$ cat src/rtl/cfg_rr_arbiter.sv
// cfg_rr_arbiter: round-robin arbiter sharing one config sink port among N_REQ requesters,
// with a programmable idle turnaround gap after every accepted transfer.
module cfg_rr_arbiter #(
  parameter int N_REQ  = 4,
  parameter int DATA_W = 32,
  parameter int TAG_W  = 3,
  parameter int HOLD   = 2,
  parameter int SRC_W  = $clog2(N_REQ)
) (
  input  logic                    clk,
  input  logic                    rst,
  input  logic [N_REQ-1:0]        req_valid,
  output logic [N_REQ-1:0]        req_ready,
  input  logic [N_REQ*DATA_W-1:0] req_data,
  input  logic [N_REQ*TAG_W-1:0]  req_tag,
  output logic                    out_valid,
  input  logic                    out_ready,
  output logic [DATA_W-1:0]       out_data,
  output logic [TAG_W-1:0]        out_tag,
  output logic [SRC_W-1:0]        out_src,
  output logic                    busy
);
  localparam int HW = HOLD > 0 ? $clog2(HOLD + 1) : 1;
  typedef enum logic [1:0] {IDLE, GRANT, TURN} state_t;
  state_t           r_state, w_next;
  logic [SRC_W-1:0] r_ptr, w_win;
  logic [HW-1:0]    r_hcnt;
  logic             w_found;
  // Scan from the far end back toward ptr so the nearest valid requester wins.
  always_comb begin
    w_found = 1'b0;
    w_win   = '0;
    for (int k = N_REQ - 1; k >= 0; k--) begin
      if (req_valid[(int'(r_ptr) + k) % N_REQ]) begin
        w_found = 1'b1;
        w_win   = SRC_W'((int'(r_ptr) + k) % N_REQ);
      end
    end
  end
  always_comb begin
    w_next = r_state;
    if (r_state == IDLE && w_found) w_next = GRANT;
    if (r_state == GRANT && out_ready) w_next = HOLD == 0 ? IDLE : TURN;
    if (r_state == TURN && r_hcnt == HW'(1)) w_next = IDLE;
  end
  assign req_ready = (r_state == IDLE && w_found && !rst) ? N_REQ'(1) << w_win : '0;
  assign out_valid = r_state == GRANT;
  assign busy      = r_state != IDLE;
  always_ff @(posedge clk) begin
    if (rst) begin
      r_state  <= IDLE;
      r_ptr    <= '0;
      r_hcnt   <= '0;
      out_data <= '0;
      out_tag  <= '0;
      out_src  <= '0;
    end else begin
      r_state <= w_next;
      if (r_state == IDLE && w_found) begin
        out_data <= req_data[w_win*DATA_W +: DATA_W];
        out_tag  <= req_tag[w_win*TAG_W +: TAG_W];
        out_src  <= w_win;
        r_ptr    <= w_win == SRC_W'(N_REQ - 1) ? '0 : w_win + 1'b1;
      end
      if (r_state == GRANT && out_ready) r_hcnt <= HW'(HOLD);
      if (r_state == TURN) r_hcnt <= r_hcnt - 1'b1;
    end
  end
endmodule

$ cat config.mk
export PLATFORM = sky130hd
export DESIGN_NAME = cfg_rr_arbiter
export DESIGN_NICKNAME = d
export VERILOG_FILES = /design/src/rtl/cfg_rr_arbiter.sv
export SDC_FILE = /design/constraint.sdc
export NUM_CORES = 1
export LEC_CHECK = 0
export CORE_MARGIN = 2
export CORE_UTILIZATION = 36
export CTS_CLUSTER_SIZE = 30
export DETAILED_ROUTE_END_ITERATION = 8
export GPL_TIMING_DRIVEN = 0
export PLACE_DENSITY = 0.86
export SETUP_SLACK_MARGIN = 0.3
export SLEW_MARGIN = 10
export SYNTH_ARGS = -nofsm -noshare
export SYNTH_HDL_FRONTEND = slang
export SYNTH_SLANG_ARGS = --single-unit
$ cat constraint.sdc
create_clock -name clk -period 8.3 [get_ports clk]
set_clock_uncertainty 0.1 [all_clocks]
set_input_delay 2.49 -clock clk [delete_from_list [all_inputs] [get_ports clk]]
set_output_delay 2.49 -clock clk [all_outputs]
set_load 0.01 [all_outputs]
### Word level (Yosys, flattened, before mapping)

Index checks and enable logic that the tools add are counted.
W data, S select, Z words.

| storage, ports and cells | value |
|---|---|
| word-level logic and storage cells | 66 |
| output and inout port bits | 43 |
| register bits after elaboration | 43 |
| input port bits | 147 |

| cells by class | value |
|---|---|
| $lt $le $gt $ge | 4 |
| bitwise operators | 3 |
| multiplexer cells | 25 |
| $mul | 1 |
| equality and inequality tests | 4 |
| shift-type cells | 3 |
| reductions and logical operators | 14 |
| $add $sub $neg | 5 |

Operators with widths:

| cell | count |
|---|---|
| $shiftx A128 B8 Y32 | 1 |
| $mux W2 | 9 |
| $lt A3 B4 Y1 const B | 3 |
| $shiftx A12 B5 Y3 | 1 |
| $mux W1 | 11 |
| $bmux W1 S2 | 4 |
| $reduce_or A2 Y1 | 4 |
| $reduce_bool A2 Y1 | 3 |
| $add A2 B1 Y2 const B | 2 |
| $add A2 B2 Y2 const B | 2 |
| $eq A2 B1 Y1 const B | 2 |
| $eq A2 B2 Y1 const B | 2 |
| $logic_and A1 B1 Y1 | 4 |
| $mul A2 B2 Y4 const B | 1 |
| $mux W4 | 1 |
| $shl A1 B2 Y4 const A | 1 |
| $and A1 B1 Y1 const A | 3 |
| $lt A2 B3 Y1 const B | 1 |
| $reduce_or A3 Y1 | 1 |
| $logic_not A2 Y1 | 1 |
| $sub A2 B1 Y2 const B | 1 |
| $logic_not A1 Y1 | 1 |

### Depth between registers and ports, before layout

| depth | value |
|---|---|
| depth after elaboration | 13 |
| gate-level depth with buffers | 8 |
| depth with buffers taken out | 5 |

### Worst setup path before layout

OpenSTA, ideal clock, no wires.

| timing | value |
|---|---|
| kind | in2out |
| start | input req_valid[1] |
| end | output req_ready[0] |
| slack | 1.919 ns |
| data required time | 5.710 ns |
| data arrival time | 3.791 ns |
| cell stages on the path | 7 |
| path buffers | 2 |
| cell sequence | nand2b_1 a21oi_1 nor3_2 or4_4 buf_6 buf_6 nor2_1 |

| on the way | value |
|---|---|
| word-level cells in the longest chain between the ends | 10 |
| elaborated cells on any way between the ends | 23 |
| classes of those cells | shift (1); mux (20); reduce/logical (2) |

RTL lines:

| item | line | source |
|---|---|---|
| from (decl) | 12 | `input logic [N_REQ-1:0] req_valid,` |
| $bmux W1 S2 | 34 | `if (req_valid[(int'(r_ptr) + k) % N_REQ]) begin` |
| $mux W1 (implied by the code) (2 in a row) | 34 |  |
| $mux W1 (4 in a row) | 34 |  |
| $logic_and A1 B1 Y1 (2 in a row) | 46 | `assign req_ready = (r_state == IDLE && w_found && !rst) ? N_REQ'(1) << w_win : '0;` |
| $mux W4 * | 46 |  |
| to (decl) | 13 | `output logic [N_REQ-1:0] req_ready,` |

Mark *: on every way between the ends. The rest lies on a longest branch, timed or not. The select of a mux whose other input is x is not followed.

### Worst setup path after layout

| timing | value |
|---|---|
| start | input req_valid[2] |
| end | output req_ready[1] |

Same word-level chain as after synthesis.

==> reports/metrics.cfg <==
[clocking]
cts-root-buf=clkbuf_8
clk_latency_ns=0.29
post_cts_buffers=0
clock-sinks=43
cts_tree=yes
cts.path.max_buffers=2
htreeDepth=2
cts-buffers-inserted=5
ctsHoldBuffers=0
postCtsResizedCells=0
clk_pin_slew_ns=0.08

[floorplan]
pin_count=190
coreArea_um2=6420
die_area_um2=7400
chipHeight_um=86.0
die_x_um=86.0
start_util_pct=37.7
rows=29

[grt]
antenna_found_initial=0
grt_max_degree=13
gr-total-overflow=0
gr-usage-met1_pct=25.1
grt_usage_pct=23.2
grt_pass1_wl_um=13500
met2_usage_pct=42.0
busiest_layer=met2
grtUsageMet3_pct=6.26
first_global_vias=2791

[drt]
vias_per_cell=5.29
dr_total_vias=2783
drt_iter0_markers=24
wire_per_inst_um=16.8
wl_um=8820
drc=0
ant_nets=0
first_pass_iters=4

[finish]
fin_nets=597
diodes=0
fillers=530
fin_area_um2=4500
syn_to_final_growth_pct=85.7
drive_gt1_share_pct=5.57
stdcell_count=526

[place]
numPortBuffers=189
finalWeightedCongestion=0.741
dp_hpwl_um=7070
placedCellCount=519
dpl_cell_area_um2=4410

[critical_path]
cp_max_fo=10
worst-path-buf-inv=3
worst_path_max_delay_cell=clkdlybuf4s50_1
path_cells=clkdlybuf4s50_1, nor2b_1, o21a_1, nor3_2, nand3b_2, clkbuf_1, nor2_1, clkdlybuf4s50_1
slowest_delay_ns=0.55
crit_family=buffers and inverters
required_ns=5.71
crit_path_end_kind=primary output
cpMostUsedCell=clkdlybuf4s50_1
cp_data_arrival_time_ns=5.02
setup.worst_path.start_class=input pin
critPathKind=input pin to primary output

[synthesis]
synth.distinct_cells=28
ys.warnings.count=0
yosysTopAreaCellShare_pct=35.6
synthTopCellsByArea=dfxtp_1, mux2i_1, o221ai_1
syn_avg_cell_area_um2=9.57
synth-seq-cells=43
synth_nets=401
synthCells=253
synth_top_cell_by_area=dfxtp_1
syn_area_um2=2420
yosysSeqAreaShare_pct=35.6

[timing]
tightest_slew_ns=0.494
finalCritPeriodShare_pct=91.7
setup_viol=0
rsz0062_at_grt=no
fmaxAchievable_mhz=131
final_hold_viol_count=0
tns_ns=0
slew_headroom_pct=66.8
finalMaxSlewViolations=0
fin_crit_ns=7.61

[status]
status=completed

[power_and_ir_drop]
leakage_nw=1.75
peakVddDrop_uv=94.2
p_per_area_nw_per_um2=185

[worst_hold_path]
worstHoldPathType=flip-flop to flip-flop

[run]
maxCapViolCount=0

==> cell usage in the layout, fill, tap and decap left out <==
cell | Yosys | layout
clkdlybuf4s50_1 | 0 | 189
mux2i_1 | 71 | 71
dfxtp_1 | 43 | 43
nand2_1 | 37 | 37
o221ai_1 | 35 | 35
nor2_1 | 10 | 10
clkbuf_1 | 8 | 8
buf_2 | 7 | 7
a21oi_1 | 6 | 6
clkbuf_8 | 0 | 6
nor2b_1 | 5 | 5
buf_6 | 4 | 4
inv_1 | 3 | 3
nand2b_1 | 3 | 3
o21ai_0 | 3 | 3
buf_4 | 2 | 2
nor2_2 | 2 | 2
a211oi_1 | 2 | 2
or2_0 | 1 | 1
o32a_1 | 1 | 1
o21a_1 | 1 | 1
nor3_2 | 1 | 1
nor4_1 | 1 | 1
or4_4 | 1 | 1
nand3b_2 | 1 | 1
o21bai_1 | 1 | 1
a221oi_1 | 1 | 1
nor3b_1 | 1 | 1
xnor2_1 | 1 | 1
ha_1 | 1 | 1
clkinv_2 | 0 | 1
==> routing by layer <==
metal | part of all wire, % | up-vias | routed length, µm
li1 | - | 1336 | -
met1 | 39 | 1307 | 3450
met2 | 50 | 117 | 4450
met3 | 7.5 | 23 | 663
met4 | 2.9 | 0 | 252
met5 | 0 | - | 0
==> final timing paths <==
check | from | to | slack (ns) | depth (start not counted)
max | req_valid[2] | req_ready[1] | 0.69 | 8
min | out_data[2]$_SDFFE_PP0P_ | out_data[2]$_SDFFE_PP0P_ | 0.37 | 2
max reg2reg | r_state[0]$_SDFFE_PP0P_ | out_data[19]$_SDFFE_PP0P_ | 6.16 | 6
min reg2reg | out_data[2]$_SDFFE_PP0P_ | out_data[2]$_SDFFE_PP0P_ | 0.37 | 2
==> synthesized netlist by cell type (all sizes together) <==
| cell | n |
|---|---|
| nor4 | 1 |
| nor2 | 12 |
| nor3 | 1 |
| or4 | 1 |
| nand3b | 1 |
| o32a | 1 |
| o21a | 1 |
| ha | 1 |
| clkbuf | 8 |
| a221oi | 1 |
| o221ai | 35 |
| o21bai | 1 |
| inv | 3 |
| nor3b | 1 |
| nand2b | 3 |
| or2 | 1 |
| o21ai | 3 |
| mux2i | 71 |
| a211oi | 2 |
| dfxtp | 43 |
| nand2 | 37 |
| xnor2 | 1 |
| nor2b | 5 |
| buf | 13 |
| a21oi | 6 |
==> metrics by stage <==
stage               utilization [%]  power (mW)  setup WS, ns  hold WS [ns]
floorplan                         -       0.488          1.92         0.371
global placement               68.7       0.690         0.741         0.343
detailed placement             68.7       0.700         0.726         0.348
CTS                            70.0       0.837         0.718         0.368
global route                   70.0       0.876         0.538         0.401
finish                         70.0       0.830         0.690         0.370
==> worst min-delay path, delay by kind of cell, from the launching register on <==
kind            cells  cell delay, ns
compound gates      1            0.05
simple gates        1            0.05
flops               1            0.33
==> logic make-up after synthesis <==
group	share of synthesized area [%]
AO/OA/AOI/OAI	16.5
XOR/XNOR	0.362
adder cells (fa/ha/maj)	0.517
buffers and inverters	5.63
flip-flops	35.6
multiplexers	29.4
AND/OR/NAND/NOR	12.0
==> power by group <==
group | switching, mW | leakage [nW] | internal (mW)
registers | 0.0277 | 0.355 | 0.255
logic | 0.175 | 1.35 | 0.235
clock network | 0.0727 | 0.0470 | 0.0654
==> flip-flops by register name, indices dropped and copies added (netlist names) <==
register,flops
out_src,2
r_hcnt,2
out_tag,3
r_state,2
r_ptr,2
out_data,32
==> final cells by class <==
class                           count  area (µm²)  area share (%)
Buffer                             21         125            2.78
Clock inverter                      1        5.00           0.111
Clock buffer                        6        82.6            1.84
Timing Repair Buffer              189        1890            42.1
Multi-Input combinational cell    186        1420            31.7
Sequential cell                    43         861            19.1
Tap cell                           77        96.3            2.14
Inverter                            3        11.3           0.250
No activity file was read; power rests on OpenSTA's default activity.
